File: src/rtl/uart_pkg.sv
// uart_pkg: shared definitions for the UART receive path.
// Holds the parity-mode encodings, the receiver FSM state type and the
// half-bit timing helper used to place the start-bit sample.
package uart_pkg;

  localparam int PARITY_NONE = 0;
  localparam int PARITY_EVEN = 1;
  localparam int PARITY_ODD  = 2;

  typedef enum logic [2:0] {
    ST_IDLE      = 3'd0,
    ST_START     = 3'd1,
    ST_DATA      = 3'd2,
    ST_PARITY    = 3'd3,
    ST_STOP      = 3'd4,
    ST_DONE      = 3'd5,
    ST_WAIT_HIGH = 3'd6
  } rx_state_e;

  // Clock offset from the start edge to the middle of the start bit.
  function automatic int clks_half(input int clks_per_bit);
    return (clks_per_bit - 1) / 2;
  endfunction

endpackage

File: src/rtl/uart_sync2.sv
// uart_sync2: two-flop synchronizer for a single asynchronous input.
// RST_VAL sets the value both stages take in reset so that an idle-high
// line does not look like an edge when reset is released.
module uart_sync2 #(
  parameter logic RST_VAL = 1'b1
) (
  input  logic i_Clock,
  input  logic i_Reset,
  input  logic d,
  output logic q
);

  logic meta;

  // Two-stage capture; only q is used by downstream logic.
  always_ff @(posedge i_Clock or posedge i_Reset) begin
    if (i_Reset) begin
      meta <= RST_VAL;
      q    <= RST_VAL;
    end else begin
      meta <= d;
      q    <= meta;
    end
  end

endmodule

File: src/rtl/uart_rx_cfg.sv
// uart_rx_cfg: parametrised UART receiver (data width, parity, stop bits).
// Reports parity and framing errors, drops start-bit glitches and waits
// for the line to return high after a break so it produces one frame only.
//
// Optional build macro UART_RX_MAJORITY_VOTE_EN: every bit decision becomes
// a 2-of-3 vote over three consecutive samples centred on the bit middle;
// the decision (and therefore DV) lands one clock later.
//
// state        | meaning
// -------------+----------------------------------------------------------
// ST_IDLE      | line idle, waiting for rx_s low
// ST_START     | timing to mid start bit, confirm it is still low
// ST_DATA      | sampling DATA_BITS data bits, LSB first
// ST_PARITY    | sampling the parity bit (only when PARITY != none)
// ST_STOP      | sampling STOP_BITS stop bits, low sample = framing error
// ST_DONE      | one cycle, DV high, outputs just loaded
// ST_WAIT_HIGH | framing error with line still low (break), wait for high
module uart_rx_cfg
  import uart_pkg::*;
#(
  parameter int CLKS_PER_BIT = 87,
  parameter int DATA_BITS    = 8,
  parameter int PARITY       = PARITY_NONE,
  parameter int STOP_BITS    = 1
) (
  input  logic                 i_Clock,
  input  logic                 i_Reset,
  input  logic                 i_Rx_Serial,
  output logic                 o_Rx_DV,
  output logic [DATA_BITS-1:0] o_Rx_Byte,
  output logic                 o_Parity_Err,
  output logic                 o_Frame_Err,
  output logic                 o_Rx_Busy
);

  localparam int CNT_W = $clog2(CLKS_PER_BIT);
  localparam int IDX_W = $clog2(DATA_BITS);

`ifdef UART_RX_MAJORITY_VOTE_EN
  localparam int VOTE_DLY = 1;
`else
  localparam int VOTE_DLY = 0;
`endif

  // The counter is cleared in the IDLE cycle that sees the edge, so a
  // count of HALF-1 in START lands exactly HALF clocks after that cycle.
  // With voting the decision moves one clock later; data/parity/stop
  // decisions then follow at full bit spacing from there.
  localparam logic [CNT_W-1:0] START_TC = CNT_W'(clks_half(CLKS_PER_BIT) - 1 + VOTE_DLY);
  localparam logic [CNT_W-1:0] BIT_TC   = CNT_W'(CLKS_PER_BIT - 1);
  localparam logic [IDX_W-1:0] LAST_IDX = IDX_W'(DATA_BITS - 1);
  localparam logic             LAST_STOP  = (STOP_BITS == 2);
  localparam logic             HAS_PARITY = (PARITY != PARITY_NONE);
  localparam logic             ODD_PARITY = (PARITY == PARITY_ODD);

  logic                 rx_s;
  logic                 bit_val;
  rx_state_e            state;
  logic [CNT_W-1:0]     clk_cnt;
  logic [IDX_W-1:0]     bit_idx;
  logic                 stop_idx;
  logic [DATA_BITS-1:0] shift_reg;
  logic                 par_err;
  logic                 frame_err;

  uart_sync2 #(
    .RST_VAL (1'b1)
  ) u_sync (
    .i_Clock (i_Clock),
    .i_Reset (i_Reset),
    .d       (i_Rx_Serial),
    .q       (rx_s)
  );

`ifdef UART_RX_MAJORITY_VOTE_EN
  logic [1:0] vote_hist;

  // Keep the two previous line samples so a decision at count D can vote
  // over counts D-2, D-1 and D.
  always_ff @(posedge i_Clock or posedge i_Reset) begin
    if (i_Reset) begin
      vote_hist <= 2'b11;
    end else begin
      vote_hist <= {vote_hist[0], rx_s};
    end
  end

  assign bit_val = (vote_hist[1] & vote_hist[0]) |
                   (vote_hist[1] & rx_s) |
                   (vote_hist[0] & rx_s);
`else
  assign bit_val = rx_s;
`endif

  // Receive sequencer: bit timing, deframing, error flags and outputs.
  always_ff @(posedge i_Clock or posedge i_Reset) begin
    if (i_Reset) begin
      state        <= ST_IDLE;
      clk_cnt      <= '0;
      bit_idx      <= '0;
      stop_idx     <= 1'b0;
      shift_reg    <= '0;
      par_err      <= 1'b0;
      frame_err    <= 1'b0;
      o_Rx_DV      <= 1'b0;
      o_Rx_Byte    <= '0;
      o_Parity_Err <= 1'b0;
      o_Frame_Err  <= 1'b0;
      o_Rx_Busy    <= 1'b0;
    end else begin
      o_Rx_DV <= 1'b0;
      case (state)
        ST_IDLE: begin
          clk_cnt <= '0;
          if (!rx_s) begin
            state     <= ST_START;
            o_Rx_Busy <= 1'b1;
          end
        end

        ST_START: begin
          if (clk_cnt == START_TC) begin
            clk_cnt <= '0;
            if (!bit_val) begin
              state     <= ST_DATA;
              bit_idx   <= '0;
              stop_idx  <= 1'b0;
              par_err   <= 1'b0;
              frame_err <= 1'b0;
            end else begin
              // Line went back high before mid start bit: a glitch.
              state     <= ST_IDLE;
              o_Rx_Busy <= 1'b0;
            end
          end else begin
            clk_cnt <= clk_cnt + 1'b1;
          end
        end

        ST_DATA: begin
          if (clk_cnt == BIT_TC) begin
            clk_cnt   <= '0;
            shift_reg <= {bit_val, shift_reg[DATA_BITS-1:1]};
            if (bit_idx == LAST_IDX) begin
              state <= HAS_PARITY ? ST_PARITY : ST_STOP;
            end else begin
              bit_idx <= bit_idx + 1'b1;
            end
          end else begin
            clk_cnt <= clk_cnt + 1'b1;
          end
        end

        ST_PARITY: begin
          if (clk_cnt == BIT_TC) begin
            clk_cnt <= '0;
            // Even: error on odd overall count; odd: error on even count.
            par_err <= (^shift_reg) ^ bit_val ^ ODD_PARITY;
            state   <= ST_STOP;
          end else begin
            clk_cnt <= clk_cnt + 1'b1;
          end
        end

        ST_STOP: begin
          if (clk_cnt == BIT_TC) begin
            clk_cnt <= '0;
            if (stop_idx == LAST_STOP) begin
              state        <= ST_DONE;
              o_Rx_DV      <= 1'b1;
              o_Rx_Byte    <= shift_reg;
              o_Parity_Err <= HAS_PARITY & par_err;
              o_Frame_Err  <= frame_err | ~bit_val;
            end else begin
              stop_idx  <= 1'b1;
              frame_err <= frame_err | ~bit_val;
            end
          end else begin
            clk_cnt <= clk_cnt + 1'b1;
          end
        end

        ST_DONE: begin
          // A low line after a framing error is a break; do not re-arm
          // on it or every bit period would start a new frame.
          if (o_Frame_Err && !rx_s) begin
            state <= ST_WAIT_HIGH;
          end else begin
            state     <= ST_IDLE;
            o_Rx_Busy <= 1'b0;
          end
        end

        ST_WAIT_HIGH: begin
          if (rx_s) begin
            state     <= ST_IDLE;
            o_Rx_Busy <= 1'b0;
          end
        end

        default: begin
          state     <= ST_IDLE;
          o_Rx_Busy <= 1'b0;
        end
      endcase
    end
  end

endmodule

File: config.mk
export PLATFORM = sky130hd
export DESIGN_NAME = uart_rx_cfg
export DESIGN_NICKNAME = d
export VERILOG_FILES = /design/src/rtl/uart_pkg.sv /design/src/rtl/uart_sync2.sv /design/src/rtl/uart_rx_cfg.sv
export SDC_FILE = /design/constraint.sdc
export NUM_CORES = 1
export LEC_CHECK = 0
export CAP_MARGIN = 20
export CORE_UTILIZATION = 29
export CTS_CLUSTER_SIZE = 10
export DETAILED_ROUTE_END_ITERATION = 8
export DONT_BUFFER_PORTS = 1
export GPL_ROUTABILITY_DRIVEN = 0
export HOLD_SLACK_MARGIN = 0.02
export PLACE_DENSITY = 0.52
export SYNTH_ARGS = -nofsm -noshare
export SYNTH_HDL_FRONTEND = slang
export SYNTH_SLANG_ARGS = --single-unit
File: constraint.sdc
create_clock -name i_Clock -period 3.3 [get_ports i_Clock]
set_clock_uncertainty 0.2 [all_clocks]
set_input_delay 0.66 -clock i_Clock [delete_from_list [all_inputs] [get_ports i_Clock]]
set_output_delay 0.66 -clock i_Clock [all_outputs]
set_load 0.01 [all_outputs]
==> impl_metrics.env, run 1 <==
export IMPL_initial_core_util_pct=31.0
export IMPL_min_period_ns=2.14
export IMPL_cellLeakagePower_nw=0.893
export IMPL_slew_headroom_pct=61.2
export IMPL_die_width_um=79.6
export IMPL_grt_pass1_vias=1106
export IMPL_portBuffers=0
export IMPL_place_ws_ns=1.17
export IMPL_viasPerCell=4.96
export IMPL_cts_resized=0
export IMPL_drtIter0Drc=41
export IMPL_root_buffer="clkbuf_8"
export IMPL_synth_mux_area_fraction_pct=12.0
export IMPL_rr_startpoint="clk_cnt[0]$_DFFE_PP0P_"
export IMPL_drc=0
export IMPL_cp_data_required_time_ns=3.29
export IMPL_cts_tree="done"
export IMPL_synth_top_family_by_area="compound AO/OA/AOI/OAI gates"
export IMPL_clockBufferDepth=2
export IMPL_sw_frac_of_total_pct=26.6
export IMPL_final_cell_mix="dfrtp_1, nor2_1, inv_1, o21ai_0"
export IMPL_postCtsHoldBufs=0
export IMPL_irDropWorstVdd_v=0.000281
export IMPL_post_cts_buffers=0
export IMPL_start_kind="flop"
export IMPL_detail_route_wl_per_cell_um=13.8
export IMPL_reg2regPathDepth=5
export IMPL_synth_warnings=0
export IMPL_n_antenna_cell=0
export IMPL_holdWs_ns=0.138
export IMPL_r2r_end="shift_reg[6]$_DFFE_PP0P_"
export IMPL_grt_max_degree=36
export IMPL_grt_busiest_layer="met2"
export IMPL_tns_ns=0
export IMPL_vias=1116
export IMPL_synth_fa_ha_area_share_pct=2.86
export IMPL_rsz0062_at_grt="no"
export IMPL_power_frac_seq_pct=54.8
export IMPL_maxCapViolations=0
export IMPL_holdCritPathClass="input pin to async pin"
export IMPL_grt_overflow=0
export IMPL_period_share_pct=64.8
export IMPL_comb_power_share_pct=7.2
export IMPL_grt_pass1_wl_um=5310
export IMPL_synth_cells=153
export IMPL_die_area_um2=6340
export IMPL_cp_end_kind="flop"
export IMPL_status="complete, no violations"
export IMPL_grtUsageMet2_pct=17.8
export IMPL_cts_max_level=2
export IMPL_synth_edff_count=0
export IMPL_rows=27
export IMPL_grtUsageMet3_pct=4.11
export IMPL_rrSetupSlack_ns=1.16
export IMPL_critical_path_peak_fanout=11
export IMPL_async_reset_ff_share_pct=100
export IMPL_clkPwrFrac_pct=38.0
export IMPL_dr_pass1_iters=4
export IMPL_setup_worst_path_class="flop to flop"
export IMPL_fmax_ghz=0.467
export IMPL_final_cells=225
export IMPL_core_area_um2=5640
export IMPL_synth_xor_area_share_pct=2.51
export IMPL_layout_commonest_cell="dfrtp_1"
export IMPL_detail_route_antenna_nets=0
export IMPL_internal_power_uw=616
export IMPL_area_growth_pct=7.30
export IMPL_utilization_pct=33.2
export IMPL_dp_hpwl_um=2190
export IMPL_drt_wl_total_um=3110
export IMPL_dp_cells=217
export IMPL_drive_gt1_share_pct=20.9
export IMPL_crit_arrival_ns=2.13
export IMPL_synth_area_um2=1750
export IMPL_clk_latency_ns=0.30
export IMPL_cts_buffers=5
export IMPL_setup_violations=0
export IMPL_io_pins=15
export IMPL_synth_compound_area_share_pct=13.5
export IMPL_synth_cell_types=41
export IMPL_synth_fp_nets=160
export IMPL_yosysSeqAreaShare_pct=50.3
export IMPL_synth_seq_cells=35
export IMPL_worst_slack_ns=1.16
export IMPL_grt_util_met1_pct=13.1
export IMPL_tightest_slew_ns=0.577
export IMPL_die_y_um=79.6
export IMPL_switchingPower_uw=223
export IMPL_drv_slew=0
export IMPL_cts_sinks=35
export IMPL_avgSynthCellArea_um2=11.4
export IMPL_hold_violations=0
export IMPL_synth_simple_gate_area_share_pct=12.9
export IMPL_cellPowerDensity_nw_per_um2=448
export IMPL_antenna_found_initial=0
export IMPL_nNetsFinal=159
export IMPL_path_clk_slew_ns=0.08
export IMPL_ys_flop_type="dfrtp_1"
export IMPL_grt_use_total_pct=11.1
-- per-stage QoR --
stage                     power, mW  area (um^2)
final                         0.839         1880
after global routing          0.884         1880
after CTS                     0.854         1880
after detailed placement      0.530         1780
after global placement        0.528         1780
after floorplan               0.515         1750
-- power groups by stage --
stage | Combinational (mW) | Sequential [mW] | Clock (mW)
floorplan | 0.0579 | 0.457 | 0
global placement | 0.0597 | 0.468 | 0
detailed placement | 0.0613 | 0.468 | 0
CTS | 0.0618 | 0.460 | 0.332
global route | 0.0715 | 0.463 | 0.349
finish | 0.0604 | 0.460 | 0.319
-- metal layers --
| metal | share of wire (%) | vias up | wire length, um |
|---|---|---|---|
| li1 | - | 531 | - |
| met1 | 43 | 553 | 1340 |
| met2 | 49 | 25 | 1530 |
| met3 | 5.7 | 7 | 178 |
| met4 | 2.0 | 0 | 62 |
| met5 | 0 | - | 0 |
-- worst max path at each step --
stage / start / endpoint / slack, ns / cells after the start
final: clk_cnt[0]$_DFFE_PP0P_ / shift_reg[6]$_DFFE_PP0P_ / 1.16 / 5
after global routing: clk_cnt[0]$_DFFE_PP0P_ / clk_cnt[6]$_DFFE_PP0P_ / 1.05 / 6
after CTS: clk_cnt[0]$_DFFE_PP0P_ / shift_reg[6]$_DFFE_PP0P_ / 1.15 / 5
after detailed placement: clk_cnt[0]$_DFFE_PP0P_ / shift_reg[6]$_DFFE_PP0P_ / 1.17 / 5
after global placement: clk_cnt[0]$_DFFE_PP0P_ / shift_reg[6]$_DFFE_PP0P_ / 1.25 / 5
after floorplan: clk_cnt[0]$_DFFE_PP0P_ / shift_reg[0]$_DFFE_PP0P_ / 1.40 / 7
-- synthesized netlist by cell type (2+ instances only) --
| cell | count | area [um^2] |
|---|---|---|
| a21o_1 | 3 | 22.5 |
| nor2_1 | 12 | 45.0 |
| nand2b_1 | 2 | 12.5 |
| nor2b_1 | 4 | 25.0 |
| nand4_1 | 4 | 25.0 |
| nand2_1 | 7 | 26.3 |
| and3_1 | 2 | 12.5 |
| dfrtp_1 | 33 | 826 |
| nand3_1 | 2 | 10.0 |
| mux2_2 | 8 | 90.1 |
| clkbuf_1 | 2 | 7.51 |
| o21a_1 | 2 | 15.0 |
| o21ai_0 | 9 | 45.0 |
| buf_6 | 3 | 33.8 |
| a21oi_1 | 7 | 35.0 |
| mux2_4 | 8 | 120 |
| ha_1 | 4 | 50.1 |
| a22o_1 | 2 | 17.5 |
| buf_2 | 2 | 10.0 |
| xor2_1 | 5 | 43.8 |
| inv_1 | 10 | 37.5 |
| dfstp_2 | 2 | 52.6 |
| o211ai_1 | 2 | 15.0 |
-- kinds of logic after synthesis --
group | Yosys count
AOI/OAI and AO/OA | 34
xor gates and xnor gates | 5
adders and majority gates | 4
buffers and inverters | 19
DFF | 35
muxes | 16
other | 1
and+or+nand+nor | 39
-- critical path, stage by stage, from the launching register on --
cell,delay [ns]
dfrtp_1,0.42
inv_1,0.09
ha_1,0.16
and4b_1,0.40
and4_4,0.41
mux2_2,0.35
-- area by class of cell --
class / count / area (um^2)
fillers: 580 / 3770
repair buffers: 1 / 7.51
inverters: 10 / 37.5
clock inverters: 3 / 23.8
flip-flops and latches: 35 / 878
clock buffers: 5 / 68.8
multi-input cells: 99 / 769
well taps: 72 / 90.1
No activity file was read; power rests on OpenSTA's default activity.
==> run 2, diff against run 1 <==
--- a/config.mk
+++ b/config.mk
@@ -5,6 +5,7 @@
 export SDC_FILE = /design/constraint.sdc
 export NUM_CORES = 1
 export LEC_CHECK = 0
+export ABC_AREA = 1
 export CAP_MARGIN = 20
 export CORE_UTILIZATION = 29
 export CTS_CLUSTER_SIZE = 10
==> constraint.sdc (replaced) <==
create_clock -name i_Clock -period 2 [get_ports i_Clock]
set_clock_uncertainty 0.2 [all_clocks]
set_input_delay 0.4 -clock i_Clock [delete_from_list [all_inputs] [get_ports i_Clock]]
set_output_delay 0.4 -clock i_Clock [all_outputs]
set_load 0.01 [all_outputs]
==> run 2 against run 1 <==
Effect of this change: clock power increased by 140%; flip-flop and latch count unchanged; register-to-register slack got worse by 0.95 ns; clock-buffer cell count increased by 1; sequential power increased by 79%; worst hold slack improved by 0.020 ns; critical endpoint is now o_Rx_Byte[2]$_DFFE_PP0P_; largest cell class unchanged; fmax increased by 20%; non-clock buffer count increased by 2; core utilization increased by 1.3 points; combinational power increased to 7.8 times the previous value.
==> impl_metrics.env, run 2 <==
export IMPL_status="complete, no violations"
export IMPL_irDropWorstVdd_v=0.000577
export IMPL_cts_max_level=2
export IMPL_nNetsFinal=219
export IMPL_holdCritPathClass="flop to flop"
export IMPL_path_clk_slew_ns=0.07
export IMPL_detail_route_wl_per_cell_um=11.0
export IMPL_maxCapViolations=0
export IMPL_viasPerCell=4.48
export IMPL_cellLeakagePower_nw=0.922
export IMPL_grt_pass1_vias=1208
export IMPL_period_share_pct=89.2
export IMPL_worstPathCellList="inv_1, ha_1, nand2_2, nor2_4, nand2_2, nor2_4, inv_2, nand2_1, o21ai_2"
export IMPL_drv_slew=0
export IMPL_cts_resized=0
export IMPL_rows=27
export IMPL_layout_commonest_cell="nand2_1"
export IMPL_synth_warnings=0
export IMPL_cp_end_kind="flop"
export IMPL_crit_arrival_ns=1.75
export IMPL_drtIter0Drc=54
export IMPL_avgSynthCellArea_um2=8.36
export IMPL_hold_violations=0
export IMPL_rrSetupSlack_ns=0.22
export IMPL_grt_overflow=0
export IMPL_die_y_um=78.9
export IMPL_die_area_um2=6220
export IMPL_core_area_um2=5610
export IMPL_synth_cell_types=24
export IMPL_async_reset_ff_share_pct=100
export IMPL_cp_data_required_time_ns=1.97
export IMPL_synthMostInstantiatedCell="nand2_1"
export IMPL_cts_sinks=35
export IMPL_n_antenna_cell=0
export IMPL_vias=1277
export IMPL_io_pins=15
export IMPL_synth_edff_count=0
export IMPL_synth_seq_cells=35
export IMPL_fmax_ghz=0.560
export IMPL_cp_slowest_cell="dfrtp_1"
export IMPL_crit_family="simple AND/OR/NAND/NOR gates"
export IMPL_ys_top_cells_by_count="nand2_1, dfrtp_1, nor2_1, inv_1, o21ai_0"
export IMPL_clk_latency_ns=0.28
export IMPL_tns_ns=0
export IMPL_portBuffers=0
export IMPL_grt_max_degree=36
export IMPL_critical_path_peak_fanout=16
export IMPL_yosysSeqAreaShare_pct=51.3
export IMPL_drive_gt1_share_pct=14.6
export IMPL_cts_tree="done"
export IMPL_synth_cells=205
export IMPL_utilization_pct=34.6
export IMPL_dr_pass1_iters=4
export IMPL_cp_slowest_stage_delay_ns=0.39
export IMPL_clockBufferDepth=2
export IMPL_synth_area_um2=1710
export IMPL_cellPowerDensity_nw_per_um2=1060
export IMPL_final_cell_mix="nand2_1, dfrtp_1, nor2_1, inv_1, o21ai_0"
export IMPL_synth_fp_nets=212
export IMPL_drc=0
export IMPL_post_synth_top_area_cell="dfrtp_1"
export IMPL_min_period_ns=1.78
export IMPL_area_growth_pct=13.2
export IMPL_rsz0062_at_grt="no"
export IMPL_antenna_found_initial=0
export IMPL_die_width_um=78.9
export IMPL_ys_flop_type="dfrtp_1"
export IMPL_grt_use_total_pct=11.6
export IMPL_synth_top_cell_area_share_pct=48.2
export IMPL_setup_violations=0
export IMPL_dp_hpwl_um=2240
export IMPL_root_buffer="clkbuf_8"
export IMPL_grt_pass1_wl_um=5570
export IMPL_cts_buffers=5
export IMPL_initial_core_util_pct=30.5
export IMPL_crit_buf_inv=2
export IMPL_setup_worst_path_class="flop to flop"
export IMPL_yosys_top_cells_area="dfrtp_1, nand2_1, nor2_1"
export IMPL_drt_wl_total_um=3140
export IMPL_start_kind="flop"
export IMPL_detail_route_antenna_nets=0
==> run 2: cell count changes after synthesis, moves of 4 or more <==
cell / delta
mux2_2: -8
o21ai_0: +4
nor2b_1: -4
nor2_1: +10
nand2_2: +6
inv_1: +11
nand3_1: +8
o21ai_2: +7
a21oi_1: -6
nand2_1: +54
mux2_4: -8
==> run 2: worst reg2reg max path, delay by kind of cell, from the launching register on <==
kind	cells	cell delay, ns
buffers and inverters	2	0.25
DFF	1	0.39
AOI/OAI and AO/OA	1	0.05
adders and majority gates	1	0.19
and+or+nand+nor	5	0.58
==> run 2: worst paths after layout <==
path | from | cells after the start | end
max in group asynchronous | i_Reset | 3 | u_sync.q$_DFF_PP1_
min in group asynchronous | i_Reset | 3 | o_Rx_Byte[6]$_DFFE_PP0P_
setup / recovery | clk_cnt[0]$_DFFE_PP0P_ | 9 | o_Rx_Byte[2]$_DFFE_PP0P_
hold / removal | u_sync.meta$_DFF_PP1_ | 0 | u_sync.q$_DFF_PP1_
hold reg to reg | u_sync.meta$_DFF_PP1_ | 0 | u_sync.q$_DFF_PP1_
setup reg to reg | clk_cnt[0]$_DFFE_PP0P_ | 9 | o_Rx_Byte[2]$_DFFE_PP0P_
==> run 2: power by group <==
group,internal [mW],total [mW],switching [mW]
combinational,0.144,0.472,0.327
clock,0.498,0.756,0.258
sequential,0.764,0.823,0.0590
==> run 2: cell type report <==
class | count | area, um^2
repair buffers | 3 | 27.5
fillers | 594 | 3670
clock buffers | 6 | 72.6
well taps | 72 | 90.1
multi-input cells | 143 | 721
inverters | 24 | 90.1
clock inverters | 2 | 60.1
flip-flops and latches | 35 | 878
==> run 2: timing repair <==
action | CTS | global route
buffers inserted | 0 | 0
hold endpoints to repair | 34 | 0
hold buffers | 2 | 0
==> run 2: logic make-up (layout without fill, tap and decap cells) <==
kind of cell / count (synthesis) / count (layout) / synth area share [%]
AOI/OAI and AO/OA: 23 / 23 / 8.55
xor gates and xnor gates: 2 / 2 / 1.02
adders and majority gates: 4 / 4 / 2.92
buffers and inverters: 27 / 35 / 6.65
DFF: 35 / 35 / 51.3
other: 1 / 1 / 0.219
and+or+nand+nor: 113 / 113 / 29.4
==> run 2: metal layers <==
layer  track usage [%]  share of wire, %  up-vias  wire [um]
li1                  -                 -      655          -
met1              15.0                49      585       1550
met2              17.8                44       35       1390
met3              4.71               6.0        2        189
met4              3.27              0.57        0         18
met5                 0                 0        -          0
==> run 2: metrics by stage <==
| stage | setup slack, ns | total power, mW | cells | area (um^2) | hold slack [ns] |
|---|---|---|---|---|---|
| final | 0.216 | 2.05 | 285 | 1940 | 0.158 |
| after global routing | 0.0676 | 2.19 | 285 | 1940 | 0.161 |
| after global placement | 0.243 | 1.31 | 275 | 1790 | 0.147 |
| after detailed placement | 0.213 | 1.31 | 275 | 1790 | 0.148 |
| after CTS | 0.199 | 2.08 | 285 | 1940 | 0.159 |
| after floorplan | 0.352 | 1.20 | 205 | 1710 | 0.145 |
==> run 3, diff against run 2 <==
--- a/config.mk
+++ b/config.mk
@@ -5,9 +5,11 @@
 export SDC_FILE = /design/constraint.sdc
 export NUM_CORES = 1
 export LEC_CHECK = 0
-export ABC_AREA = 1
+export ABC_AREA = 0
 export CAP_MARGIN = 20
+export CORE_MARGIN = 2
 export CORE_UTILIZATION = 29
+export CTS_CLUSTER_DIAMETER = 120
 export CTS_CLUSTER_SIZE = 10
 export DETAILED_ROUTE_END_ITERATION = 8
 export DONT_BUFFER_PORTS = 1
==> run 3 against run 2 <==
Effect of this change: the flow now finishes with violations (negative setup slack); flip-flop and latch count is the same; first-iteration DRC count down 17%; fmax is 11% lower; non-clock buffer count increased by 14; global-route usage decreased by 0.91 points; highest routed layer unchanged; die area grew 7.2%; via count is 7.7% lower; core utilization shrank 0.059 points; register-to-register slack worse by 0.22 ns; sequential share of layout area decreased by 2.1 points.
==> impl_metrics.env, run 3 (synthesis gave the netlist of run 1 again) <==
export IMPL_clkPwrFrac_pct=41.5
export IMPL_dpl_cell_area_um2=1860
export IMPL_startpoint="clk_cnt[0]$_DFFE_PP0P_"
export IMPL_violations="negative setup slack"
export IMPL_detail_route_antenna_nets=0
export IMPL_crit_end="bit_idx[0]$_DFFE_PP0P_"
export IMPL_die_y_um=81.6
export IMPL_dr_pass1_iters=4
export IMPL_internal_power_mw=1.16
export IMPL_tns_ns=-0.00137
export IMPL_die_width_um=81.6
export IMPL_r2r_end="bit_idx[0]$_DFFE_PP0P_"
export IMPL_nNetsFinal=175
export IMPL_cellLeakagePower_nw=0.986
export IMPL_grt_pass1_wl_um=5440
export IMPL_cp_end_kind="flop"
export IMPL_detail_route_wl_per_cell_um=13.6
export IMPL_die_area_um2=6660
export IMPL_crit_arrival_ns=1.96
export IMPL_reg2regPathDepth=7
export IMPL_holdCritPathClass="flop to flop"
export IMPL_maxCapViolations=0
export IMPL_root_buffer="clkbuf_8"
export IMPL_setup_violations=1
export IMPL_portBuffers=0
export IMPL_setup_worst_path_class="flop to flop"
export IMPL_path_clk_slew_ns=0.07
export IMPL_grt_max_degree=36
export IMPL_irDropWorstVdd_v=0.000449
export IMPL_initial_core_util_pct=29.7
export IMPL_final_cell_mix="dfrtp_1, buf_4, nor2_1, inv_1"
export IMPL_dp_hpwl_um=2310
export IMPL_final_cell_area_um2=2030
export IMPL_critical_path_peak_fanout=5
export IMPL_layout_commonest_cell="dfrtp_1"
export IMPL_start_kind="flop"
export IMPL_area_growth_pct=16.2
export IMPL_power_frac_seq_pct=48.9
export IMPL_grt_use_total_pct=10.7
export IMPL_cts_tree="done"
export IMPL_min_period_ns=2.00
export IMPL_status="complete, but fails checks"
export IMPL_drc=0
export IMPL_viasPerCell=4.83
export IMPL_antenna_found_initial=0
export IMPL_drt_wl_total_um=3310
export IMPL_comb_power_share_pct=9.6
export IMPL_io_pins=15
export IMPL_cellPowerDensity_nw_per_um2=752
export IMPL_rows=28
export IMPL_drv_slew=0
export IMPL_worst_slack_ns=-0.00137
export IMPL_clockBufferDepth=2
export IMPL_rr_startpoint="clk_cnt[0]$_DFFE_PP0P_"
export IMPL_hold_violations=0
export IMPL_n_antenna_cell=0
export IMPL_grt_overflow=0
export IMPL_vias=1179
export IMPL_grt_pass1_vias=1143
export IMPL_period_share_pct=100
export IMPL_sw_frac_of_total_pct=23.9
export IMPL_switchingPower_uw=364
export IMPL_fmax_ghz=0.500
export IMPL_rrSetupSlack_ns=-0.001
export IMPL_cts_sinks=35
export IMPL_drive_gt1_share_pct=29.0
export IMPL_drtIter0Drc=45
export IMPL_clk_latency_ns=0.28
export IMPL_cp_data_required_time_ns=1.95
export IMPL_cts_max_level=2
export IMPL_core_area_um2=5890
export IMPL_cts_buffers=5
## run 3: worst min path at each step
stage / startpoint / endpoint / depth (start not counted)
floorplan: u_sync.meta$_DFF_PP1_ / u_sync.q$_DFF_PP1_ / 0
global placement: u_sync.meta$_DFF_PP1_ / u_sync.q$_DFF_PP1_ / 0
detailed placement: u_sync.meta$_DFF_PP1_ / u_sync.q$_DFF_PP1_ / 0
CTS: u_sync.meta$_DFF_PP1_ / u_sync.q$_DFF_PP1_ / 0
global route: u_sync.meta$_DFF_PP1_ / u_sync.q$_DFF_PP1_ / 0
finish: u_sync.meta$_DFF_PP1_ / u_sync.q$_DFF_PP1_ / 0
## run 3: final cells by class
type | count | area (um^2)
sequential | 35 | 878
tap | 75 | 93.8
clock inverter | 3 | 43.8
clock buffer | 5 | 68.8
timing repair buffer | 17 | 136
fill | 594 | 3850
inverter | 10 | 37.5
multi-input combinational | 99 | 773
## run 3: worst max-delay path: stages (launching register included)
cell	delay (ns)
dfrtp_1	0.40
inv_2	0.07
ha_2	0.18
and4b_2	0.29
buf_6	0.13
nand4_1	0.10
a221oi_2	0.38
a21oi_1	0.12
## run 3: power groups by stage
stage / registers (mW) / clock network (mW) / logic, mW
6_report: 0.748 / 0.634 / 0.146
5_1_grt: 0.750 / 0.695 / 0.165
4_1_cts: 0.747 / 0.656 / 0.141
3_5_place_dp: 0.761 / 0 / 0.137
3_3_place_gp: 0.760 / 0 / 0.133
2_1_floorplan: 0.755 / 0 / 0.0955
## run 3: metrics by stage
| stage | std cells | worst slack [ns] | hold WS (ns) | power (mW) | utilization (%) |
|---|---|---|---|---|---|
| finish | 244 | -0.00137 | 0.159 | 1.53 | 34.5 |
| global route | 244 | -0.0583 | 0.163 | 1.61 | 34.5 |
| CTS | 240 | 0.0114 | 0.162 | 1.54 | 33.9 |
| detailed placement | 230 | 0.00448 | 0.151 | 0.899 | 31.6 |
| global placement | 230 | 0.0728 | 0.147 | 0.893 | 31.6 |
| floorplan | 153 | 0.0961 | 0.145 | 0.850 | - |
## run 3: what timing repair did
action | 4_1_cts | 5_1_grt
endpoints found under the hold margin | 34 | 0
pin swaps | 1 | 3
setup endpoints to repair | 1 | 19
buffers inserted | 0 | 4
gates resized for setup | 0 | 6
hold buffers | 2 | 0
## run 3: metal layers
metal  routed length [um]  up-vias  track usage, %
li1                     -      562               -
met1                 1450      582            13.3
met2                 1660       30            17.1
met3                  163        5            4.07
met4                   37        0            3.50
met5                    0        -               0
